### src/rtl/ssd_pkg.sv
// Shared definitions for the seven-segment scan driver.
// Holds the hex glyph table (active-high {g,f,e,d,c,b,a}), the pin polarity helper
// and the divider counter width helper used by the top level.
package ssd_pkg;

    typedef logic [6:0] glyph_t;

    // Segment bit order {g,f,e,d,c,b,a}; a set bit means the segment is lit.
    localparam glyph_t GLYPH_TABLE [16] = '{
        7'h3F,  // 0
        7'h06,  // 1
        7'h5B,  // 2
        7'h4F,  // 3
        7'h66,  // 4
        7'h6D,  // 5
        7'h7D,  // 6
        7'h07,  // 7
        7'h7F,  // 8
        7'h6F,  // 9
        7'h77,  // A
        7'h7C,  // b
        7'h39,  // C
        7'h5E,  // d
        7'h79,  // E
        7'h71   // F
    };

    // Width of a counter running 0..div-1; never narrower than one bit.
    function automatic int cnt_width(input int div);
        return (div > 2) ? $clog2(div) : 1;
    endfunction

    // Converts an active-high "on" bit into the pin level for the board polarity.
    function automatic logic apply_pol(input logic v, input logic active_low);
        return v ^ active_low;
    endfunction

endpackage

### src/rtl/ssd_hex_decoder.sv
// Combinational hex nibble to seven-segment glyph, active-high {g,f,e,d,c,b,a}.
// Latency: zero cycles (pure lookup). No backpressure.
// Ports: nibble (4-bit hex digit in), glyph (7-bit segment pattern out).
module ssd_hex_decoder
    import ssd_pkg::*;
(
    input  logic [3:0] nibble,
    output logic [6:0] glyph
);

    always_comb begin
        glyph = GLYPH_TABLE[nibble];
    end

endmodule

### src/rtl/ssd_scan_driver.sv
// Time-multiplexed N-digit seven-segment driver with frame-aligned update buffering.
// Latency: pins are registered one cycle behind the scan index/shadow state; a load
// reaches the pins at the next frame boundary. No backpressure: load is always accepted.
// Ports: clk, reset (sync, active-high); value/blank_mask/dp_mask captured on load;
// an/seg/dp drive the board pins; frame_start pulses once per completed scan.
module ssd_scan_driver
    import ssd_pkg::*;
#(
    parameter int NUM_DIGITS  = 4,
    parameter int REFRESH_DIV = 100000,
    parameter int ACTIVE_LOW  = 1,
    parameter int LZ_BLANK    = 0
) (
    input  logic                      clk,
    input  logic                      reset,
    input  logic [4*NUM_DIGITS-1:0]   value,
    input  logic [NUM_DIGITS-1:0]     blank_mask,
    input  logic [NUM_DIGITS-1:0]     dp_mask,
    input  logic                      load,
    output logic [NUM_DIGITS-1:0]     an,
    output logic [6:0]                seg,
    output logic                      dp,
    output logic                      frame_start
);

    localparam int CNT_W = cnt_width(REFRESH_DIV);
    localparam int IDX_W = (NUM_DIGITS > 1) ? $clog2(NUM_DIGITS) : 1;
    localparam logic [CNT_W-1:0] CNT_LAST = CNT_W'(REFRESH_DIV - 1);
    localparam logic [IDX_W-1:0] IDX_LAST = IDX_W'(NUM_DIGITS - 1);
    localparam logic POL = (ACTIVE_LOW != 0);

    // Scan position
    logic [CNT_W-1:0] cnt_q, cnt_d;
    logic [IDX_W-1:0] idx_q, idx_d;

    // Stage holds the most recent load; shadow is what is actually displayed.
    logic [4*NUM_DIGITS-1:0] stage_val_q, stage_val_d;
    logic [NUM_DIGITS-1:0]   stage_blank_q, stage_blank_d;
    logic [NUM_DIGITS-1:0]   stage_dp_q, stage_dp_d;
    logic                    pending_q, pending_d;

    logic [4*NUM_DIGITS-1:0] shadow_val_q, shadow_val_d;
    logic [NUM_DIGITS-1:0]   shadow_blank_q, shadow_blank_d;
    logic [NUM_DIGITS-1:0]   shadow_dp_q, shadow_dp_d;

    // Registered pin stage
    logic [NUM_DIGITS-1:0] an_q, an_d;
    logic [6:0]            seg_q, seg_d;
    logic                  dp_q, dp_d;
    logic                  frame_start_q, frame_start_d;

    logic       boundary;
    logic [3:0] cur_nib;
    logic [6:0] cur_glyph;
    logic       lz_zero;
    logic       dark;

    ssd_hex_decoder u_dec (
        .nibble (cur_nib),
        .glyph  (cur_glyph)
    );

    // ------------------------------------------------------------------
    // Divider, digit index and update buffering
    // ------------------------------------------------------------------
    always_comb begin
        cnt_d          = cnt_q + CNT_W'(1);
        idx_d          = idx_q;
        boundary       = 1'b0;
        stage_val_d    = stage_val_q;
        stage_blank_d  = stage_blank_q;
        stage_dp_d     = stage_dp_q;
        shadow_val_d   = shadow_val_q;
        shadow_blank_d = shadow_blank_q;
        shadow_dp_d    = shadow_dp_q;

        if (cnt_q == CNT_LAST) begin
            cnt_d = '0;
            if (idx_q == IDX_LAST) begin
                idx_d    = '0;
                boundary = 1'b1;
            end else begin
                idx_d = idx_q + IDX_W'(1);
            end
        end

        // Commit uses the stage contents from before this edge, so a load that
        // lands in the boundary cycle waits for the following frame.
        if (boundary && pending_q) begin
            shadow_val_d   = stage_val_q;
            shadow_blank_d = stage_blank_q;
            shadow_dp_d    = stage_dp_q;
        end

        if (load) begin
            stage_val_d   = value;
            stage_blank_d = blank_mask;
            stage_dp_d    = dp_mask;
        end

        pending_d     = load | (pending_q & ~boundary);
        frame_start_d = boundary;
    end

    // ------------------------------------------------------------------
    // Digit select, blanking and pin polarity
    // ------------------------------------------------------------------
    always_comb begin
        cur_nib = shadow_val_q[{idx_q, 2'b00} +: 4];

        // True when every nibble from the current digit upward is zero.
        lz_zero = 1'b1;
        for (int i = 0; i < NUM_DIGITS; i++) begin
            if (i >= int'(idx_q) && shadow_val_q[4*i +: 4] != 4'h0) begin
                lz_zero = 1'b0;
            end
        end

        dark = shadow_blank_q[idx_q]
             | ((LZ_BLANK != 0) && (idx_q != '0) && lz_zero);

        an_d = '0;
        for (int i = 0; i < NUM_DIGITS; i++) begin
            an_d[i] = apply_pol((i == int'(idx_q)) && !dark, POL);
        end

        seg_d = '0;
        for (int s = 0; s < 7; s++) begin
            seg_d[s] = apply_pol(cur_glyph[s] & !dark, POL);
        end

        dp_d = apply_pol(shadow_dp_q[idx_q] & !dark, POL);
    end

    always_ff @(posedge clk) begin
        if (reset) begin
            cnt_q          <= '0;
            idx_q          <= '0;
            stage_val_q    <= '0;
            stage_blank_q  <= '0;
            stage_dp_q     <= '0;
            pending_q      <= 1'b0;
            shadow_val_q   <= '0;
            shadow_blank_q <= '0;
            shadow_dp_q    <= '0;
            an_q           <= {NUM_DIGITS{POL}};
            seg_q          <= {7{POL}};
            dp_q           <= POL;
            frame_start_q  <= 1'b0;
        end else begin
            cnt_q          <= cnt_d;
            idx_q          <= idx_d;
            stage_val_q    <= stage_val_d;
            stage_blank_q  <= stage_blank_d;
            stage_dp_q     <= stage_dp_d;
            pending_q      <= pending_d;
            shadow_val_q   <= shadow_val_d;
            shadow_blank_q <= shadow_blank_d;
            shadow_dp_q    <= shadow_dp_d;
            an_q           <= an_d;
            seg_q          <= seg_d;
            dp_q           <= dp_d;
            frame_start_q  <= frame_start_d;
        end
    end

    assign an          = an_q;
    assign seg         = seg_q;
    assign dp          = dp_q;
    assign frame_start = frame_start_q;

endmodule

### config.mk
export PLATFORM = sky130hd
export DESIGN_NAME = ssd_scan_driver
export DESIGN_NICKNAME = d
export VERILOG_FILES = /design/src/rtl/ssd_pkg.sv /design/src/rtl/ssd_hex_decoder.sv /design/src/rtl/ssd_scan_driver.sv
export SDC_FILE = /design/constraint.sdc
export NUM_CORES = 1
export LEC_CHECK = 0
export BUFFER_PORTS_ARGS = -buffer_cell sky130_fd_sc_hd__buf_2
export CAP_MARGIN = 20
export CORE_AREA = 2 2 71 124
export DETAILED_ROUTE_END_ITERATION = 10
export DIE_AREA = 0 0 73 126
export GPL_TIMING_DRIVEN = 0
export HOLD_SLACK_MARGIN = 0.03
export PLACE_DENSITY_LB_ADDON = 0.05
export SLEW_MARGIN = 0
export SYNTH_ARGS = -nofsm -noshare
export SYNTH_HDL_FRONTEND = slang
export SYNTH_HIERARCHICAL = 1
export SYNTH_SLANG_ARGS = --single-unit
### constraint.sdc
create_clock -name clk -period 6.41 [get_ports clk]
set_clock_uncertainty 0.1 [all_clocks]
set_input_delay 0.641 -clock clk [delete_from_list [all_inputs] [get_ports clk]]
set_output_delay 0.641 -clock clk [all_outputs]
set_load 0.01 [all_outputs]
==> impl_metrics.py <==
metrics = {
    "sta": {
        "maxSlewHeadroom_pct": 48.7,
        "setup_viol": 0,
        "tightest_slew_ns": 0.769,
        "rsz0062_at_grt": "false",
        "drv_slew": 0,
        "hold_viol": 0,
        "setup_slack_ns": 3.73,
        "fmax_ghz": 0.373,
        "finalSetupTns_ns": 0,
        "fin_crit_sh_pct": 41.9,
        "fin_crit_ns": 2.68,
    },
    "drt": {
        "via_per_inst": 5.32,
        "drc": 0,
        "vias": 2747,
        "final_antenna_net_count": 0,
        "drtIter0Drc": 63,
        "wl_per_cell_um": 15.5,
        "dr.pass1.iters": 4,
        "routed_wl_mm": 8.00,
    },
    "clock_tree": {
        "hold_buffers": 0,
        "cts_setup_buffers": 0,
        "cts.htree.levels": 3,
        "cts.sinks": 81,
        "path_clk_slew_ns": 0.06,
        "cts_tree": "yes",
        "cts_buffer_depth": 2,
        "clk_latency_ns": 0.34,
        "cts_resized": 0,
        "cts_buffers": 9,
        "root_buffer": "clkbuf_16",
    },
    "layout": {
        "antenna_cells": 0,
        "area_growth_syn_to_layout_pct": 17.2,
        "nNetsFinal": 458,
        "post-route-util_pct": 50.2,
        "design_area_um2": 4120,
        "drive_gt1_share_pct": 17.0,
        "fillers": 803,
    },
    "global_routing": {
        "grt_first_pass_wirelength_mm": 13.3,
        "antenna_found_initial": 0,
        "grtUsageTotal_pct": 19.0,
        "gr-total-overflow": 0,
        "grt_start_max_net_pins": 14,
        "grt_pass1_vias": 2790,
    },
    "synth": {
        "synth_area_leaders": "dfxtp_1, mux2i_1, nand4_1",
        "ys_warn_count": 6,
        "synth_top_area_share_pct": 46.1,
        "synth_area_um2": 3510,
        "async_flop_share_pct": 0,
        "synth-seq-cells": 81,
        "synth.largest_area_cell": "dfxtp_1",
        "yosysSeqAreaShare_pct": 46.1,
        "syn-instance-count": 370,
        "synth_edf_count": 0,
        "synth_flop_cell": "dfxtp_1",
        "synth_nets": 409,
        "synthDistinctLibCells": 43,
        "avgSynthCellArea_um2": 9.50,
    },
    "run_status": {
        "status": "finished, final reports clean",
    },
    "placement": {
        "dp_hpwl_mm": 5.97,
        "dp_slack_ns": 3.72,
        "placedInstanceArea_um2": 3820,
        "io_buffer_count": 38,
        "gp_congestion": 0.763,
    },
    "critical_path": {
        "worstReg2RegStart": "idx_q[0]$_SDFFE_PP0N_",
        "slowest_delay_ns": 0.65,
        "critPathSlowestCell": "mux4_2",
        "crit_chain": "clkbuf_1 > mux4_2 > inv_1 > ha_1 > inv_1 > mux4_1 > nand2_1",
        "critPathRequiredTime_ns": 6.58,
        "worst-path-buf-inv": 3,
        "path_delay_family": "multiplexers",
        "rr_worst_depth": 7,
        "path_depth": 7,
        "path_max_fanout": 9,
        "critPathLaunchType": "register",
        "cp.arrival_ns": 2.86,
        "critical_path_class": "reg2reg",
        "end_kind": "register",
        "path_common_cell": "inv_1",
        "critPathLaunch": "idx_q[0]$_SDFFE_PP0N_",
    },
    "run": {
        "drv_cap": 0,
    },
    "worst_hold_path": {
        "min_path_type": "reg2reg",
        "worstHoldStart": "stage_val_q[0]$_SDFFE_PP0P_",
        "min_path_cells": 2,
    },
    "power_and_ir_drop": {
        "peakVddDrop_mv": 0.177,
        "power.density_nw_per_um2": 263,
        "p_leak_nw": 1.56,
    },
    "floorplan": {
        "start_util_pct": 42.8,
        "dieArea_um2": 9200,
        "core_um2": 8200,
        "io_pins": 40,
        "fp.dieH_um": 126,
        "die_w_um": 73,
        "rows": 44,
    },
}
-- flip-flops by register name, indices dropped and copies added, names as in the netlist --
signal / cells
an: 4
cnt_q: 17
dp: 1
frame_start: 1
idx_q: 2
pending_q: 1
seg: 7
shadow_blank_q: 4
shadow_dp_q: 4
shadow_val_q: 16
stage_blank_q: 4
stage_dp_q: 4
stage_val_q: 16
-- final cells by class --
| class | instances | area [um2] | share of cell area (%) |
|---|---|---|---|
| well taps | 92 | 115 | 2.80 |
| plain buffers | 30 | 128 | 3.10 |
| inverters | 9 | 33.8 | 0.820 |
| clock buffers | 11 | 243 | 5.89 |
| multi-input cells | 250 | 1730 | 42.1 |
| repair buffers | 38 | 190 | 4.62 |
| clock inverters | 5 | 55.1 | 1.34 |
| flip-flops and latches | 81 | 1620 | 39.4 |
-- stage by stage --
stage | instances | hold slack (ns) | total power [mW]
floorplan | 370 | 0.341 | 0.563
global placement | 500 | 0.358 | 0.583
detailed placement | 500 | 0.365 | 0.583
CTS | 516 | 0.374 | 1.10
global route | 516 | 0.390 | 1.13
finish | 516 | 0.372 | 1.08
-- Yosys cell counts, types with 7 or more instances --
cell type,instances
ha_1,12
nand3_1,9
dfxtp_1,81
nor2_1,41
clkbuf_1,23
inv_1,9
nand4_1,30
o21ai_0,26
a21oi_1,31
nand2_1,18
xor2_1,7
mux2i_1,27
-- logic make-up (layout without fill, tap and decap cells) --
kind of cell / Yosys count / count (layout) / synth area share, %
AND/OR/NAND/NOR: 124 / 124 / 18.8
XOR/XNOR: 12 / 12 / 2.99
buffers and inverters: 39 / 93 / 4.59
adder cells (fa/ha/maj): 12 / 12 / 4.27
multiplexers: 37 / 37 / 13.3
flip-flops: 81 / 81 / 46.1
AO/OA/AOI/OAI: 65 / 65 / 9.90
-- worst paths after layout --
| check | to | slack (ns) |
|---|---|---|
| worst max register to register | seg[3]$_SDFF_PP1_ | 3.73 |
| worst min register to register | shadow_val_q[0]$_SDFFE_PP0P_ | 0.37 |
| worst min-delay path | shadow_val_q[0]$_SDFFE_PP0P_ | 0.37 |
| worst max-delay path | seg[3]$_SDFF_PP1_ | 3.73 |
-- layout by cell type (no fill, tap or decap), drive strengths merged, types with 3 or more instances in the layout --
master	count
a21oi	31
nand4	30
clkbuf	34
dfxtp	81
ha	12
inv	9
mux2i	27
nor3	3
nor4	3
xnor2	5
nand2	18
mux4	7
o21ai	28
xor2	7
nor2	41
nand3	9
mux2	3
buf	45
-- worst min-delay path, stage by stage, from the launching register on --
cell     delay, ns
dfxtp_1       0.31
nand4_1       0.06
a21oi_1       0.06
-- metal layers --
| layer | GRT usage [%] | part of all wire, % | vias to the layer above |
|---|---|---|---|
| met3 | 5.20 | 3.1 | 15 |
| met1 | 19.9 | 40 | 1266 |
| met2 | 34.2 | 54 | 46 |
| met5 | 0 | 0 | - |
| met4 | 8.39 | 2.9 | 0 |
| li1 | - | - | 1420 |
-- power breakdown --
group          switching, mW  total [mW]  leakage [nW]  internal (mW)
combinational         0.0259      0.0469         0.753         0.0209
clock                  0.200       0.510         0.142          0.311
sequential           0.00739       0.524         0.661          0.517
total                  0.233        1.08          1.56          0.849
(Power assumes the default switching activity.)
